`src/rtl/bram_ctrl_pkg.sv`:
```
// Shared definitions for the BRAM burst controller: controller states,
// the data word width and the derivation of the word address width.
package bram_ctrl_pkg;

    localparam int DATA_W      = 16;
    localparam int BLOCK_WORDS = 256;

    typedef enum logic [1:0] {
        ST_IDLE  = 2'd0,
        ST_WRITE = 2'd1,
        ST_READ  = 2'd2,
        ST_DRAIN = 2'd3
    } state_t;

    // Word address width for a memory built from 256-word blocks.
    function automatic int calc_addr_w(input int num_blocks);
        return $clog2(BLOCK_WORDS) + $clog2(num_blocks);
    endfunction

endpackage

```
`src/rtl/bram_rd_fifo2.sv`:
```
// Two-entry FIFO that catches read returns from the BRAM. The head entry
// drives the read data port directly, so the word is stable until popped.
module bram_rd_fifo2
    import bram_ctrl_pkg::*;
(
    input  logic              clk,
    input  logic              rst,
    input  logic              push,
    input  logic [DATA_W-1:0] din,
    input  logic              pop,
    output logic [1:0]        count,
    output logic              valid,
    output logic [DATA_W-1:0] head
);

    logic [DATA_W-1:0] head_q;
    logic [DATA_W-1:0] tail_q;
    logic [1:0]        count_q;

    // Storage and occupancy update for push, pop, or both in one cycle.
    always_ff @(posedge clk) begin
        // NOTE: sequential state uses non-blocking assignments so every
        // register samples the pre-edge values of its neighbours.
        if (rst) begin
            // NOTE: the two data registers are reset as well, so the read
            // data port shows 0 rather than stale data after reset.
            head_q  <= '0;
            tail_q  <= '0;
            count_q <= 2'd0;
        end else begin
            unique case ({push, pop})
                2'b10: begin
                    if (count_q == 2'd0) begin
                        head_q  <= din;
                        count_q <= 2'd1;
                    end else if (count_q == 2'd1) begin
                        tail_q  <= din;
                        count_q <= 2'd2;
                    end
                end
                2'b01: begin
                    if (count_q != 2'd0) begin
                        head_q  <= tail_q;
                        count_q <= count_q - 2'd1;
                    end
                end
                2'b11: begin
                    if (count_q == 2'd2) begin
                        head_q <= tail_q;
                        tail_q <= din;
                    end else begin
                        // Pop of the only word (or a spurious pop when
                        // empty): the pushed word becomes the new head.
                        head_q  <= din;
                        count_q <= 2'd1;
                    end
                end
                default: ;
            endcase
        end
    end

    assign count = count_q;
    assign valid = (count_q != 2'd0);
    assign head  = head_q;

endmodule

```
`src/rtl/bram_burst_ctrl.sv`:
```
// Burst command front-end for a block BRAM. Accepts one read or write burst
// at a time, streams write words straight into the BRAM write port and
// streams read words out through a credit-limited two-entry return FIFO.
module bram_burst_ctrl
    import bram_ctrl_pkg::*;
#(
    parameter  int NUM_BLOCKS = 16,
    localparam int ADDR_W     = calc_addr_w(NUM_BLOCKS)
) (
    input  logic              clk,
    input  logic              rst,
    input  logic              cmd_valid,
    output logic              cmd_ready,
    input  logic              cmd_write,
    input  logic [ADDR_W-1:0] cmd_addr,
    input  logic [ADDR_W-1:0] cmd_len,
    input  logic              wdata_valid,
    output logic              wdata_ready,
    input  logic [DATA_W-1:0] wdata,
    output logic              rdata_valid,
    input  logic              rdata_ready,
    output logic [DATA_W-1:0] rdata,
    output logic              busy,
    output logic              mem_rd_en,
    output logic [ADDR_W-1:0] mem_rd_addr,
    output logic              mem_wr_en,
    output logic [ADDR_W-1:0] mem_wr_addr,
    output logic [DATA_W-1:0] mem_wr_data,
    input  logic [DATA_W-1:0] mem_rd_data
);

    state_t            state_q, state_d;
    logic [ADDR_W-1:0] cur_addr_q, cur_addr_d;
    logic [ADDR_W-1:0] remaining_q, remaining_d;
    logic              inflight_q, inflight_d;

    logic [1:0]        fifo_count;
    logic              fifo_valid;
    logic              pop;
    logic [2:0]        credit_used;
    logic              credit_ok;

    // Read returns land in the FIFO the cycle after the BRAM read enable.
    bram_rd_fifo2 u_rd_fifo (
        .clk   (clk),
        .rst   (rst),
        .push  (inflight_q),
        .din   (mem_rd_data),
        .pop   (pop),
        .count (fifo_count),
        .valid (fifo_valid),
        .head  (rdata)
    );

    assign rdata_valid = fifo_valid & ~rst;
    assign pop         = rdata_valid & rdata_ready;
    assign busy        = (state_q != ST_IDLE);

    // Words held or on their way back may not exceed the FIFO depth once
    // this cycle's pop is accounted for.
    assign credit_used = {1'b0, fifo_count} + {2'b00, inflight_q};
    assign credit_ok   = (credit_used < (3'd2 + {2'b00, pop}));

    // Next-state, address/length bookkeeping and BRAM port drive.
    always_comb begin
        // NOTE: every output of this block gets a default first so no path
        // leaves a value unassigned and no latch is inferred.
        state_d     = state_q;
        cur_addr_d  = cur_addr_q;
        remaining_d = remaining_q;
        inflight_d  = 1'b0;
        cmd_ready   = 1'b0;
        wdata_ready = 1'b0;
        mem_wr_en   = 1'b0;
        mem_wr_addr = '0;
        mem_wr_data = '0;
        mem_rd_en   = 1'b0;
        mem_rd_addr = '0;

        unique case (state_q)
            ST_IDLE: begin
                cmd_ready = 1'b1;
                if (cmd_valid) begin
                    cur_addr_d  = cmd_addr;
                    remaining_d = cmd_len;
                    state_d     = cmd_write ? ST_WRITE : ST_READ;
                end
            end
            ST_WRITE: begin
                wdata_ready = ~rst;
                if (wdata_valid && !rst) begin
                    mem_wr_en   = 1'b1;
                    mem_wr_addr = cur_addr_q;
                    mem_wr_data = wdata;
                    cur_addr_d  = cur_addr_q + ADDR_W'(1);
                    remaining_d = remaining_q - ADDR_W'(1);
                    if (remaining_q == '0) begin
                        state_d = ST_IDLE;
                    end
                end
            end
            ST_READ: begin
                if (credit_ok && !rst) begin
                    mem_rd_en   = 1'b1;
                    mem_rd_addr = cur_addr_q;
                    inflight_d  = 1'b1;
                    cur_addr_d  = cur_addr_q + ADDR_W'(1);
                    remaining_d = remaining_q - ADDR_W'(1);
                    if (remaining_q == '0) begin
                        state_d = ST_DRAIN;
                    end
                end
            end
            ST_DRAIN: begin
                if (!inflight_q &&
                    (fifo_count == 2'd0 || (fifo_count == 2'd1 && pop))) begin
                    state_d = ST_IDLE;
                end
            end
            default: state_d = ST_IDLE;
        endcase
    end

    // Controller state registers; reset aborts any burst immediately.
    always_ff @(posedge clk) begin
        if (rst) begin
            state_q     <= ST_IDLE;
            cur_addr_q  <= '0;
            remaining_q <= '0;
            inflight_q  <= 1'b0;
        end else begin
            state_q     <= state_d;
            cur_addr_q  <= cur_addr_d;
            remaining_q <= remaining_d;
            inflight_q  <= inflight_d;
        end
    end

endmodule
```
`config.mk`:
```
export PLATFORM = sky130hd
export DESIGN_NAME = bram_burst_ctrl
export DESIGN_NICKNAME = d
export VERILOG_FILES = /design/src/rtl/bram_ctrl_pkg.sv /design/src/rtl/bram_rd_fifo2.sv /design/src/rtl/bram_burst_ctrl.sv
export SDC_FILE = /design/constraint.sdc
export NUM_CORES = 1
export LEC_CHECK = 0
export ABC_CLOCK_PERIOD_IN_PS = 3700
export CAP_MARGIN = 20
export CORE_AREA = 3 3 90 92
export DETAILED_ROUTE_END_ITERATION = 10
export DIE_AREA = 0 0 93 95
export PLACE_DENSITY = 0.85
export SYNTH_ARGS = -nofsm -noshare
export SYNTH_HDL_FRONTEND = slang
export SYNTH_SLANG_ARGS = --single-unit
```
`constraint.sdc`:
```
create_clock -name clk -period 3.7 [get_ports clk]
set_clock_uncertainty 0.1 [all_clocks]
set_input_delay 0.74 -clock clk [delete_from_list [all_inputs] [get_ports clk]]
set_output_delay 0.74 -clock clk [all_outputs]
set_load 0.05 [all_outputs]
```
==> results of run 1 <==
## worst max-delay path: stages, from the launching register on
cell	delay, ps
dfxtp_1	420
inv_1	130
ha_1	330
nor2_1	180
clkdlybuf4s50_1	840
## report_power, final
group / switching (mW) / total (mW) / internal (mW)
logic: 1.37 / 2.25 / 0.878
registers: 0.200 / 1.05 / 0.850
clock network: 0.287 / 0.669 / 0.382
total: 1.86 / 3.97 / 2.11
## path summary, 6_finish.rpt
| kind | cells past startpoint | to | slack (ps) |
|---|---|---|---|
| setup reg to reg | 9 | u_rd_fifo.head[13] | 950 |
| hold / removal | 2 | remaining_q[6] | 400 |
| setup / recovery | 4 | rdata_valid | 610 |
| hold reg to reg | 2 | remaining_q[6] | 400 |
## layer usage
metal	up-vias	GRT usage, %
met4	0	8.18
li1	1828	-
met5	-	0
met2	166	42.5
met3	31	7.25
met1	1782	29.7
## state kept, by name, indices dropped and copies added, names as in the netlist
| name | cells |
|---|---|
| inflight_q | 1 |
| u_rd_fifo.count | 2 |
| remaining_q | 12 |
| u_rd_fifo.tail_q | 16 |
| u_rd_fifo.head | 16 |
| cur_addr_q | 12 |
| state_q | 2 |
## area by class of cell
type / count / area, µm² / share of cell area [%]
multi-input cells: 327 / 2190 / 39.5
repair buffers: 133 / 1730 / 31.2
flip-flops and latches: 61 / 1220 / 22.0
clock buffers: 9 / 124 / 2.23
well taps: 99 / 124 / 2.23
clock inverters: 7 / 98.8 / 1.78
inverters: 15 / 56.3 / 1.02
## cell families (layout without fill, tap and decap cells)
family | after synthesis | in the layout | share of synthesized area, %
buf+inv | 51 | 164 | 6.40
mux | 25 | 25 | 6.95
fa+ha+maj | 16 | 16 | 5.51
simple gates | 161 | 161 | 22.5
compound gates | 125 | 125 | 25.0
flops | 61 | 61 | 33.6
## synthesized netlist by cell type, types with 3 or more instances
cell type / n
a211oi_1: 22
a21oi_1: 28
a21oi_2: 3
a22oi_1: 18
a31oi_1: 4
and2_1: 13
and3_1: 31
buf_1: 4
buf_2: 3
buf_6: 5
clkbuf_1: 24
dfxtp_1: 61
ha_1: 16
inv_1: 15
mux2i_1: 23
nand2_1: 28
nand3_1: 4
nand4_1: 4
nor2_1: 42
nor2b_1: 5
nor3_1: 16
nor4_1: 6
o21a_1: 5
o21ai_0: 14
o21ai_1: 3
o31ai_1: 3
o32ai_2: 8
or3_1: 3
## stage by stage
stage | instance area [µm²] | instances | setup WS, ps
2_1_floorplan | 3630 | 439 | 331
3_3_place_gp | 5320 | 635 | 735
3_5_place_dp | 5320 | 635 | 635
4_1_cts | 5540 | 651 | 624
5_1_grt | 5540 | 651 | 506
6_report | 5540 | 651 | 613
==> results.yml, run 1 <==
synthesis:
  yosys.area.top_type_share_pct: 33.6
  synth-seq-cells: 61
  yosysWarnings: 0
  syn-num-nets: 517
  syn_inst: 439
  synth_area_leaders: "dfxtp_1 34%, mux2i_1 6.3%, ha_1 5.5%"
  synth-seq-area-share_pct: 33.6
  yosys.area.top_type: "dfxtp_1"
  netlist_area_mm2: 0.00363
  synth_edf_count: 0
  syn_area_per_cell_um2: 8.28
  synth_cell_types: 46
  async_reset_ff_share_pct: 0
  synth_flop_cell: "dfxtp_1"
layout:
  layout_commonest_cell: "clkdlybuf4s50_1"
  fillerInstances: 498
  n_antenna_cell: 0
  nets: 625
  final_layout_size_suffix_gt1_share_pct: 16.3
  utilization_pct: 76.0
  syn2layout_area_growth_pct: 52.5
  layout_common_cells: "79 x clkdlybuf4s50_1, 61 x dfxtp_1, 43 x buf_12"
route:
  top_layer_used: "met4"
  wirelength_um: 11100
  vias: 3807
  first_iter_violations: 323
  route.detailed.drc: 0
  final_antenna_net_count: 0
  dr.pass1.iters: 5
  routedWlPerCell_um: 17.1
  wl_met2_um: 5520
  wl_met3_um: 834
  wl_met1_um: 4520
  avgViaCountPerCell: 5.85
critical_path:
  start_kind: "flop"
  r2r_start: "u_rd_fifo.count[0]"
  crit_fanout: 9
  endpoint_kind: "output pin"
  crit_required_ps: 2860
  startpoint: "u_rd_fifo.count[0]"
  critical_path_class: "reg2out"
  critPathArrivalTime_ps: 2250
global_routing:
  grt_pass1_vias: 3543
  antenna_found_initial: 0
  grt_remaining_overflow: 0
  grt_max_degree: 35
  grt_pass1_wl_um: 17500
  grtUsageTotal_pct: 24.8
power:
  cellPowerDensity_mw_per_mm2: 716
  ir_drop_v: 0.000444
  fin_total_pwr_mw: 3.97
  leakagePower_nw: 2.16
clock_tree:
  cts_tree: "built"
  cts_root_buffer: "clkbuf_8"
  ctsResizeCount: 0
  ctsHoldBuffers: 0
  cts.sinks: 61
  clk_path_buf_depth: 2
  cts_setup_buffers: 0
  cts_buffers: 9
  h-tree-depth: 3
  clk-insertion-delay-late_ps: 360
  path_clk_slew_ps: 80
sta:
  final-setup-viol-count: 0
  tns_ps: 0
  slew_headroom_pct: 30.0
  worst_pin_slew_ps: 1050
  timing.final.crit_period_ps: 3090
  grt_setup_unrepaired: "no"
  fin_hold_ws_ps: 398
  fmax_mhz: 324
  hold_viol: 0
  period_share_pct: 83.4
  final_max_slew_viol_count: 0
floorplan:
  initial_core_util_pct: 49.8
  ios: 124
  die_y_um: 95
  core_mm2: 0.00729
  fp.dieW_um: 93
  dieArea_mm2: 0.00884
  core.rowCount: 31
min_path:
  hp-start: "remaining_q[6]"
  min_path_type: "reg2reg"
placement:
  place.gp.congestion: 0.900
  portBuffers: 123
  hpwl_um: 7960
run_status:
  outcome: "completed"
job:
  max_cap_viol_count: 0
No activity file was read; power rests on OpenSTA's default activity.
==> run 2, diff against run 1 <==
--- a/config.mk
+++ b/config.mk
@@ -5,12 +5,12 @@
 export SDC_FILE = /design/constraint.sdc
 export NUM_CORES = 1
 export LEC_CHECK = 0
-export ABC_CLOCK_PERIOD_IN_PS = 3700
+export ABC_CLOCK_PERIOD_IN_PS = 3020
 export CAP_MARGIN = 20
-export CORE_AREA = 3 3 90 92
+export CORE_AREA = 3 3 93 95
 export DETAILED_ROUTE_END_ITERATION = 10
-export DIE_AREA = 0 0 93 95
-export PLACE_DENSITY = 0.85
+export DIE_AREA = 0 0 96 98
+export PLACE_DENSITY = 0.8
 export SYNTH_ARGS = -nofsm -noshare
 export SYNTH_HDL_FRONTEND = slang
 export SYNTH_SLANG_ARGS = --single-unit
==> constraint.sdc (replaced) <==
create_clock -name clk -period 3.02 [get_ports clk]
set_clock_uncertainty 0.1 [all_clocks]
set_input_delay 0.604 -clock clk [delete_from_list [all_inputs] [get_ports clk]]
set_output_delay 0.604 -clock clk [all_outputs]
set_load 0.05 [all_outputs]
==> run 2 against run 1 <==
Compared with the run above:
- clock power grew 19%
- die area grew 6.5%
- sequential power grew 22%
- power grew 24%
==> results.yml, run 2 (synthesized netlist as in run 1, its figures left out) <==
placement:
  portBuffers: 123
  hpwl_um: 8140
  place_area_mm2: 0.00538
  place.gp.congestion: 0.884
critical_path:
  reg2reg_slack_ps: 390
  start_kind: "flop"
  critical_path_class: "reg2out"
  r2r_start: "u_rd_fifo.count[0]"
  crit_required_ps: 2320
  critPathArrivalTime_ps: 2070
  crit_fanout: 13
  r2r_cells: 10
  endpoint_kind: "output pin"
  r2r-end: "u_rd_fifo.count[0]"
floorplan:
  core_mm2: 0.00781
  dieArea_mm2: 0.00941
  fp.dieW_um: 96
  die_y_um: 98
  initial_core_util_pct: 46.6
  ios: 124
  core.rowCount: 32
sta:
  grt_setup_unrepaired: "no"
  final_max_slew_viol_count: 0
  fmax_mhz: 361
  slew_headroom_pct: 51.4
  worst_pin_slew_ps: 720
  period_share_pct: 91.7
  final-setup-viol-count: 0
  timing.final.crit_period_ps: 2770
  hold_viol: 0
  tns_ps: 0
clock_tree:
  clk_path_buf_depth: 2
  cts.sinks: 61
  cts_tree: "built"
  ctsHoldBuffers: 0
  h-tree-depth: 3
  clk-insertion-delay-late_ps: 330
  cts_buffers: 9
  path_clk_slew_ps: 70
  cts_root_buffer: "clkbuf_8"
layout:
  multi_input_area_mm2: 0.00219
  n_antenna_cell: 0
  register_area_mm2: 0.00122
  nets: 632
  layout_common_cells: "78 x clkdlybuf4s50_1, 61 x dfxtp_1, 43 x buf_12"
  syn2layout_area_growth_pct: 53.9
  fillerInstances: 602
  final_area_mm2: 0.00559
  layout_commonest_cell: "clkdlybuf4s50_1"
  final_layout_size_suffix_gt1_share_pct: 17.7
global_routing:
  grt_pass1_vias: 3694
  grt.met3_usage_pct: 4.31
  grt_pass1_wl_um: 17900
  grtUsageTotal_pct: 23.6
  grt_use_met1_pct: 28.3
  grt_util_met2_pct: 40.2
  antenna_found_initial: 0
  grt_remaining_overflow: 0
  top_usage_layer: "met2"
  grt_max_degree: 33
route:
  final_antenna_net_count: 0
  wirelength_um: 11000
  first_iter_violations: 214
  route.detailed.drc: 0
  dr.pass1.iters: 4
  routedWlPerCell_um: 16.7
  vias: 3744
  avgViaCountPerCell: 5.66
min_path:
  hold_end: "remaining_q[10]"
  min_path_cells: 2
  hp-start: "remaining_q[10]"
  min_path_type: "reg2reg"
job:
  max_cap_viol_count: 0
power:
  ir_drop_v: 0.000756
  leakagePower_nw: 2.19
  cellPowerDensity_mw_per_mm2: 878
run_status:
  outcome: "completed"
[run 2: power breakdown]
group / total [mW] / switching [mW] / leakage, nW / internal [mW]
Sequential: 1.28 / 0.240 / 0.498 / 1.04
Combinational: 2.84 / 1.71 / 1.59 / 1.13
Clock: 0.794 / 0.330 / 0.107 / 0.465
Total: 4.91 / 2.28 / 2.19 / 2.64
[run 2: routing by layer]
metal | routed length (µm) | up-vias
met2 | 5520 | 151
met4 | 301 | 0
met3 | 768 | 23
met5 | 0 | -
met1 | 4430 | 1728
li1 | - | 1842
[run 2: worst max-delay path by stage]
stage | from | to | slack [ps] | depth (start not counted)
floorplan | u_rd_fifo.count[0] | u_rd_fifo.head[0] | 10 | 12
global placement | rdata_ready | u_rd_fifo.count[0] | 390 | 8
detailed placement | rdata_ready | u_rd_fifo.count[0] | 250 | 8
CTS | u_rd_fifo.count[0] | mem_rd_addr[7] | 150 | 8
global route | u_rd_fifo.count[0] | mem_rd_addr[6] | 90 | 8
finish | inflight_q | mem_rd_addr[6] | 250 | 8
[run 2: repair_timing]
action,in CTS,in global routing
setup buffers,0,0
hold endpoints to repair,0,0
endpoints found under the setup margin,0,12
gates resized for setup,0,1
[run 2: critical path, cell delays in order (launching register included)]
cell     delay (ps)
dfxtp_1         380
ha_1            230
ha_1            210
nor2_2          130
nand2_1          90
a21oi_1         130
buf_4           200
and2_1          200
buf_12          150
[run 2: final cells by class]
cell class,instances,share of cell area (%)
well taps,102,2.28
clock buffers,10,2.28
flip-flops and latches,61,21.8
clock inverters,6,1.54
multi-input cells,327,39.2
inverters,15,1.01
repair buffers,140,31.9
[run 2: through the flow]
step                total power [mW]  hold slack [ps]  util [%]  setup slack [ps]  std cells
finish                          4.91              385      71.6               249        661
CTS                             4.91              383      71.6               150        661
global placement                4.00              364      68.9               392        645
detailed placement              4.10              372      68.9               251        645
floorplan                       3.27              354         -              11.1        439
global route                    5.25              415      71.6              86.1        661
